--- config.mk ---
export PLATFORM = sky130hd
export DESIGN_NAME = nibble_serial_adder
export DESIGN_NICKNAME = d
export VERILOG_FILES = /design/src/rtl/nibble_serial_adder.sv
export SDC_FILE = /design/constraint.sdc
export NUM_CORES = 1
export LEC_CHECK = 0
export BUFFER_PORTS_ARGS = -buffer_cell sky130_fd_sc_hd__clkbuf_2
export CAP_MARGIN = 20
export CORE_MARGIN = 8
export CORE_UTILIZATION = 54
export CTS_CLUSTER_DIAMETER = 30
export CTS_CLUSTER_SIZE = 24
export DETAILED_ROUTE_END_ITERATION = 7
export PLACE_DENSITY = 0.79
export RECOVER_POWER = 100
export SKIP_LAST_GASP = 1
export SYNTH_ARGS = -nofsm -noshare
export SYNTH_HDL_FRONTEND = slang
export SYNTH_SLANG_ARGS = --single-unit
--- constraint.sdc ---
create_clock -name clk -period 2.9 [get_ports clk]
set_input_delay 0.725 -clock clk [delete_from_list [all_inputs] [get_ports clk]]
set_output_delay 0.725 -clock clk [all_outputs]
set_load 0.05 [all_outputs]
--- src/rtl/nibble_serial_adder.sv ---
// Bit-serial-by-nibble adder: one 4-bit carry-lookahead slice is reused over NIBBLES cycles.
// Reports sum, carry-out and two's-complement overflow with a one-cycle done pulse.
module nibble_serial_adder #(
  parameter int unsigned NIBBLES = 4
) (
  input  logic                   clk,
  input  logic                   rst_n,
  input  logic                   start,
  input  logic [4*NIBBLES-1:0]   a,
  input  logic [4*NIBBLES-1:0]   b,
  input  logic                   cin,
  output logic                   busy,
  output logic                   done,
  output logic [4*NIBBLES-1:0]   sum,
  output logic                   cout,
  output logic                   ovf
);

  localparam int unsigned IDXW = $clog2(NIBBLES);

  typedef enum logic [1:0] {IDLE, RUN, DONE} state_e;

  state_e                      state_q, state_d;
  logic [NIBBLES-1:0][3:0]     a_q, a_d;
  logic [NIBBLES-1:0][3:0]     b_q, b_d;
  logic [NIBBLES-1:0][3:0]     sum_q, sum_d;
  logic [IDXW-1:0]             idx_q, idx_d;
  logic                        carry_q, carry_d;
  logic                        cout_q, cout_d;
  logic                        ovf_q, ovf_d;
  logic                        busy_q, busy_d;
  logic                        done_q, done_d;

  logic [3:0] an, bn, g, p, c, s;
  logic       c4;

  // Carry-lookahead slice over the currently selected nibble.
  always_comb begin
    an   = a_q[idx_q];
    bn   = b_q[idx_q];
    g    = an & bn;
    p    = an ^ bn;
    c[0] = carry_q;
    c[1] = g[0] | (p[0] & c[0]);
    c[2] = g[1] | (p[1] & g[0]) | (p[1] & p[0] & c[0]);
    c[3] = g[2] | (p[2] & g[1]) | (p[2] & p[1] & g[0]) | (p[2] & p[1] & p[0] & c[0]);
    c4   = g[3] | (p[3] & g[2]) | (p[3] & p[2] & g[1]) | (p[3] & p[2] & p[1] & g[0])
         | (&p & c[0]);
    s    = p ^ c;
  end

  // Next-state and registered-output logic.
  always_comb begin
    state_d = state_q;
    a_d     = a_q;
    b_d     = b_q;
    sum_d   = sum_q;
    idx_d   = idx_q;
    carry_d = carry_q;
    cout_d  = cout_q;
    ovf_d   = ovf_q;
    busy_d  = 1'b0;
    done_d  = 1'b0;

    case (state_q)
      RUN: begin
        busy_d       = 1'b1;
        sum_d[idx_q] = s;
        carry_d      = c4;
        idx_d        = idx_q + IDXW'(1);
        if (idx_q == IDXW'(NIBBLES - 1)) begin
          cout_d  = c4;
          ovf_d   = c[3] ^ c4;
          state_d = DONE;
          busy_d  = 1'b0;
          done_d  = 1'b1;
        end
      end
      IDLE, DONE: begin
        // A request in DONE restarts immediately without passing through IDLE.
        if (start) begin
          a_d     = a;
          b_d     = b;
          carry_d = cin;
          sum_d   = '0;
          cout_d  = 1'b0;
          ovf_d   = 1'b0;
          idx_d   = '0;
          state_d = RUN;
          busy_d  = 1'b1;
        end else begin
          state_d = IDLE;
        end
      end
      default: state_d = IDLE;
    endcase
  end

  always_ff @(posedge clk or negedge rst_n) begin
    if (!rst_n) begin
      state_q <= IDLE;
      a_q     <= '0;
      b_q     <= '0;
      sum_q   <= '0;
      idx_q   <= '0;
      carry_q <= 1'b0;
      cout_q  <= 1'b0;
      ovf_q   <= 1'b0;
      busy_q  <= 1'b0;
      done_q  <= 1'b0;
    end else begin
      state_q <= state_d;
      a_q     <= a_d;
      b_q     <= b_d;
      sum_q   <= sum_d;
      idx_q   <= idx_d;
      carry_q <= carry_d;
      cout_q  <= cout_d;
      ovf_q   <= ovf_d;
      busy_q  <= busy_d;
      done_q  <= done_d;
    end
  end

  assign sum  = sum_q;
  assign cout = cout_q;
  assign ovf  = ovf_q;
  assign busy = busy_q;
  assign done = done_q;

endmodule

Word level (Yosys, flattened, before mapping)
Cells that the tools add are included.
{"block": "classes", "eq_ne": 5, "bitwise_logic": 29, "n_lt_le_gt_ge": 2, "n_mux": 26, "n_addsub": 1, "reduce_logical": 8}
{"op": "16-bit one-hot mux with 2 select lines", "count": 1}
{"op": "4-bit binary-select mux with 2-bit select", "count": 2}
{"op": "16-bit bitwise mux", "count": 1}
{"op": "16-bit two-way mux", "count": 1}
{"op": "1-bit bitwise AND", "count": 15}
{"op": "4-bit two-way mux", "count": 3}
{"op": "1-bit OR", "count": 10}
{"op": "1-bit two-way mux", "count": 9}
{"op": "4-bit demux with 2-bit select", "count": 1}
{"op": "1-bit one-hot mux with 2 select lines", "count": 4}
{"op": "2-bit one-hot mux with 2 select lines", "count": 2}
{"op": "4-bit bitwise XOR", "count": 2}
{"op": "4-bit bitwise AND", "count": 1}
{"op": "2-bit == test (second input constant)", "count": 2}
{"op": "2-bit two-way mux", "count": 2}
{"op": "2-bit != test (second input constant)", "count": 2}
{"op": "2-bit AND reduction", "count": 2}
{"op": "4-bit AND reduction", "count": 1}
{"op": "2-bit by 3-bit < comparator with 1-bit output (second input constant)", "count": 1}
{"op": "3-bit AND reduction", "count": 1}
{"op": "2-bit by 1-bit adder with 2-bit output (second input constant)", "count": 1}
{"op": "2-bit by 1-bit == test with 1-bit output (second input constant)", "count": 1}
{"op": "2-bit by 1-bit >= comparator with 1-bit output (second input constant)", "count": 1}
{"op": "2-bit zero test", "count": 1}
{"op": "other kinds (4)", "count": 4}
{"block": "word_totals", "ff_bits": 57, "output_inout_bits": 20, "inputBits": 36}

Depth between registers and ports, before layout
{"block": "depth", "depth_word": 11, "ltp_mapped": 7, "mapped_depth_nobuf": 6}

Least setup slack after synthesis
Ideal clock, no wire load.
{"block": "synth_path", "path_type": "register -> register", "from": "register idx_q[0]", "to": "register sum_q, in the netlist sum[0]", "path_buffers": 1, "setup_ps": 121, "path_stages_with_launch": 6, "arrival_time_ps": 2118, "required_time_ps": 2779, "setup_slack_ps": 661, "cell_sequence": "dfrtp_1 > buf_4 > mux4_2 > fa_1 > mux2_4 > a22o_1"}
{"block": "synth_between", "elab_chain_cells": 6, "elab_cells_between_ends": 13, "cone_classes": "order compare (2); mux (8); bitwise (2); reduce/logical (1)"}
{"element": "start, declared", "line_no": "27", "source": "logic [IDXW-1:0] idx_q, idx_d;"}
{"element": "start signal, assigned", "line_no": "116", "source": "idx_q <= idx_d;"}
{"element": "2-bit by 3-bit < comparator with 1-bit output (implied by the code), or another cell as far along", "line_no": "68", "source": "sum_d[idx_q] = s;"}
{"element": "1-bit logical AND (implied by the code), or another cell as far along", "line_no": "68"}
{"element": "4-bit two-way mux (implied by the code) or 4-bit bitwise XOR (tied branches)", "line_no": "68, 42"}
{"element": "4-bit demux with 2-bit select or 4-bit bitwise XOR (tied branches)", "line_no": "68, 49"}
{"element": "16-bit bitwise mux (*)", "line_no": "68"}
{"element": "16-bit one-hot mux with 2 select lines (*)", "line_no": "65", "source": "case (state_q)"}
{"element": "end signal, assigned", "line_no": "115", "source": "sum_q <= sum_d;"}
{"element": "end, declared", "line_no": "26", "source": "logic [NIBBLES-1:0][3:0] sum_q, sum_d;"}
Every way passes the cells marked *; elsewhere a longest branch is shown, timed or not. The select of a mux whose other input is x is not followed.
A chain may end at the register's enable or synchronous reset.

Worst setup path in the final report
{"block": "layout_path", "from": "register idx_q[0]", "to": "register sum_q, in the netlist sum[11]"}
{"block": "layout_between", "elab_chain_cells": 10, "elab_cells_between_ends": 22, "cone_classes": "order compare (2); mux (8); bitwise (11); reduce/logical (1)"}
{"element": "4-bit binary-select mux with 2-bit select, on equally long branches", "line_no": "39, 40"}
{"element": "4-bit two-way mux, on equally long branches", "line_no": "39, 40"}
{"element": "4-bit bitwise XOR or 4-bit bitwise AND (tied branches)", "line_no": "42, 41"}
{"element": "1-bit bitwise AND", "line_no": "46", "source": "c[3] = g[2] | (p[2] & g[1]) | (p[2] & p[1] & g[0]) | (p[2] & p[1] & p[0] & c[0]);"}
{"element": "1-bit OR or 1-bit bitwise AND (tied branches) (2 in a row)", "line_no": "46"}
{"element": "1-bit OR", "line_no": "46"}
{"element": "4-bit bitwise XOR", "line_no": "49", "source": "s = p ^ c;"}
{"element": "16-bit bitwise mux (*)", "line_no": "68"}
{"element": "16-bit one-hot mux with 2 select lines (*)", "line_no": "65"}
Marks and branches as above.

==> reports/qor.csv <==
stage;metric;value;unit
outcome;outcome;finished, final reports clean;
floorplan;die height;87.12;um
sta;final period utilization;87.70;%
pwr;worst vdd ir;561.2;uV
sta;fmax;393.2;MHz
cts;H-tree depth;3;
route;Initial DRC Count;117;
route;drt via density;5.124;
global_routing;grt ovf;0;
floorplan;die width;87.12;um
route;post-route ant nets;0;
critical_path;WP data arrival;2.75;ns
flow_run;max cap viols;0;
cts;CTS Buffer Depth;2;
floorplan;row count;26;
logic_synthesis;commonest cells in the netlist;104 x nand2_1, 57 x dfrtp_1, 14 x nand3_1;
logic_synthesis;Synth Instances;265;
cts;postcts setup bufs;0;
logic_synthesis;sequential share of the synthesized area;52.22;%
logic_synthesis;share of the synthesized area in the top cell type;52.22;%
floorplan;Ports;56;
cts;Clock transition at path regs;0.06;ns
critical_path;crit start category;flip-flop;
sta;endpoints failing hold;0;
global_routing;total track usage;17.60;%
critical_path;kind of critical path;flip-flop to flip-flop;
route;Vias;2024;
cts;CTS Sinks;57;
route;DR pass1 iterations;4;
layout;post-route cell area;3136;sq um
sta;setup_tns;0;ns
place;DP Cell Count;381;
critical_path;Data required, critical path;3.11;ns
sta;Final setup viols;0;
worst_hold_path;Hold WC Path Type;flip-flop to flip-flop;
sta;max_slew headroom;7.029;%
cts;number of buffers created by CTS;9;
sta;Worst Skew;0.006188;ns
cts;Worst-Skew Late Latency;0.34;ns
logic_synthesis;XOR/XNOR Fraction of Synth Area;1.557;%
pwr;P per Cell Area;1329;nW/um^2
logic_synthesis;mean post-synth cell area;10.31;sq um
global_routing;initial antenna violation count;0;
sta;Slew Viols, Final;0;
logic_synthesis;mux cell area share after synthesis;9.162;%
layout;Cell Count, Final, Fillers Out;395;
sta;Tmin final;2.543;ns
logic_synthesis;simple-gate share of the synthesized area;21.16;%
global_routing;global-route wire length before repair;10080;um
place;hpwl dp;4246;um
route;wirelength, routed;5997;um
cts;post_cts resized;0;
logic_synthesis;library cells used by synthesis;30;
place;gpl congestion;0.8090;
logic_synthesis;Syn Nets;311;
floorplan;die area;7590;sq um
logic_synthesis;top cells by area, synth;dfrtp_1 52%, nand2_1 14%, mux4_2 6.6%;
pwr;overall power consumption;4168;uW
logic_synthesis;Synth Flop Type;dfrtp_1;
logic_synthesis;largest area contributor in the netlist;dfrtp_1;
logic_synthesis;asr flop ratio synth;100.0;%
place;DP Area;3044;sq um
route;DRC;0;
logic_synthesis;Synth Cell Area;2731;sq um
floorplan;Initial Utilization;54.52;%
cts;hold buffers post-CTS;0;
critical_path;CP Capture Type;flip-flop;
global_routing;largest net degree at the start of global routing;58;
logic_synthesis;flip-flop and latch count after synthesis;57;
logic_synthesis;synth warn;0;
place;port bufs;55;
logic_synthesis;top-count cell post-synth;nand2_1;
layout;fin nets;368;
route;wire length per cell;15.18;um
cts;CTS tree;built;
logic_synthesis;Post-synth EDFFs;0;
logic_synthesis;area fraction in compound gates after synthesis;7.329;%
pwr;leakage power;0.001605;uW
sta;unrepaired setup endpoints after global routing;false;
cts;CTS Root Cell;clkbuf_8;
global_routing;vias in the first global route;2153;
critical_path;CP max FO;9;
logic_synthesis;largest family of logic cells by synthesized area;simple AND/OR/NAND/NOR gates;
layout;layout cells sized above 1;19.69;%
layout;synth-to-layout area growth;14.80;%
sta;worst-margin pin slew;1.395;ns
logic_synthesis;Synth Area in Adders;4.856;%
floorplan;core area;5010;sq um
layout;Diodes inserted;0;
==> report_power, final <==
| group | switching, uW | internal [uW] |
|---|---|---|
| sequential | 282 | 1150 |
| combinational | 1300 | 792 |
| clock | 294 | 348 |
==> layout make-up <==
class | count | area [sq um]
fill | 458 | 1874
multi-input combinational | 190 | 1169
sequential | 57 | 1426
clock buffer | 14 | 162.7
inverter | 5 | 18.77
tap | 70 | 87.58
timing repair buffer | 59 | 271.5
==> final timing paths <==
check	start	end	slack, ns	depth (start not counted)
max in group asynchronous	rst_n	b_q[5]	1.27	2
worst max-delay path	idx_q[0]	sum[11]	0.36	6
min in group asynchronous	rst_n	sum[9]	0.78	2
worst min-delay path	a_q[14]	a_q[14]	0.47	2
worst max register to register	idx_q[0]	sum[11]	0.36	6
worst min register to register	a_q[14]	a_q[14]	0.47	2
==> kinds of logic (layout without fill, tap and decap cells) <==
group                      count (synthesis)  count (layout)
xor gates and xnor gates                   4               4
AOI/OAI and AO/OA                         31              31
DFF                                       57              57
and+or+nand+nor                          132             132
muxes                                     13              13
adders and majority gates                 10              10
buffers and inverters                     18              78
==> worst max-delay path, cell delays in order (launching register included) <==
cell     delay, ns
dfrtp_1       0.62
mux4_2        0.62
ha_1          0.33
a21oi_1       0.07
o21ai_1       0.39
xnor2_1       0.24
o21ai_0       0.14
==> placed cells by master (no fill, tap or decap), types with 2 or more instances in the layout <==
master    instances
nand2_1         105
dfrtp_1          57
clkbuf_2         37
clkbuf_1         24
o21ai_0          14
nand3_1          14
clkbuf_8         11
ha_1              9
mux4_2            8
a21oi_1           6
inv_1             5
a22o_1            4
nand2b_4          4
nand2b_1          3
xnor2_1           3
nor2_1            3
mux2_1            3
o21ai_1           2
a211oi_1          2
==> sequential cells by signal, summed over array words and instances, names as in the netlist <==
name / flops
done: 1
b_q: 16
state_q: 2
ovf: 1
sum: 16
cout: 1
a_q: 16
idx_q: 2
busy: 1
carry_q: 1
==> per-stage QoR <==
stage          hold slack (ns)  utilization [%]  setup slack [ns]
5_1_grt                 0.4866            62.59            0.1481
6_report                0.4724            62.59            0.3566
4_1_cts                 0.4776            64.01            0.4127
3_5_place_dp            0.4622            60.76            0.4112
2_1_floorplan           0.4294                -            0.6607
3_3_place_gp            0.4540            60.76            0.5333
==> routing by layer <==
| layer | wire (um) | part of all wire (%) | up-vias | GRT usage (%) |
|---|---|---|---|---|
| met5 | 0 | 0 | - | 0 |
| met4 | 101 | 1.7 | 0 | 9.063 |
| met1 | 2684 | 45 | 963 | 22.36 |
| met3 | 362 | 6.0 | 11 | 4.717 |
| met2 | 2849 | 48 | 61 | 26.86 |
| li1 | - | - | 989 | - |
No activity file was read; power rests on OpenSTA's default activity.
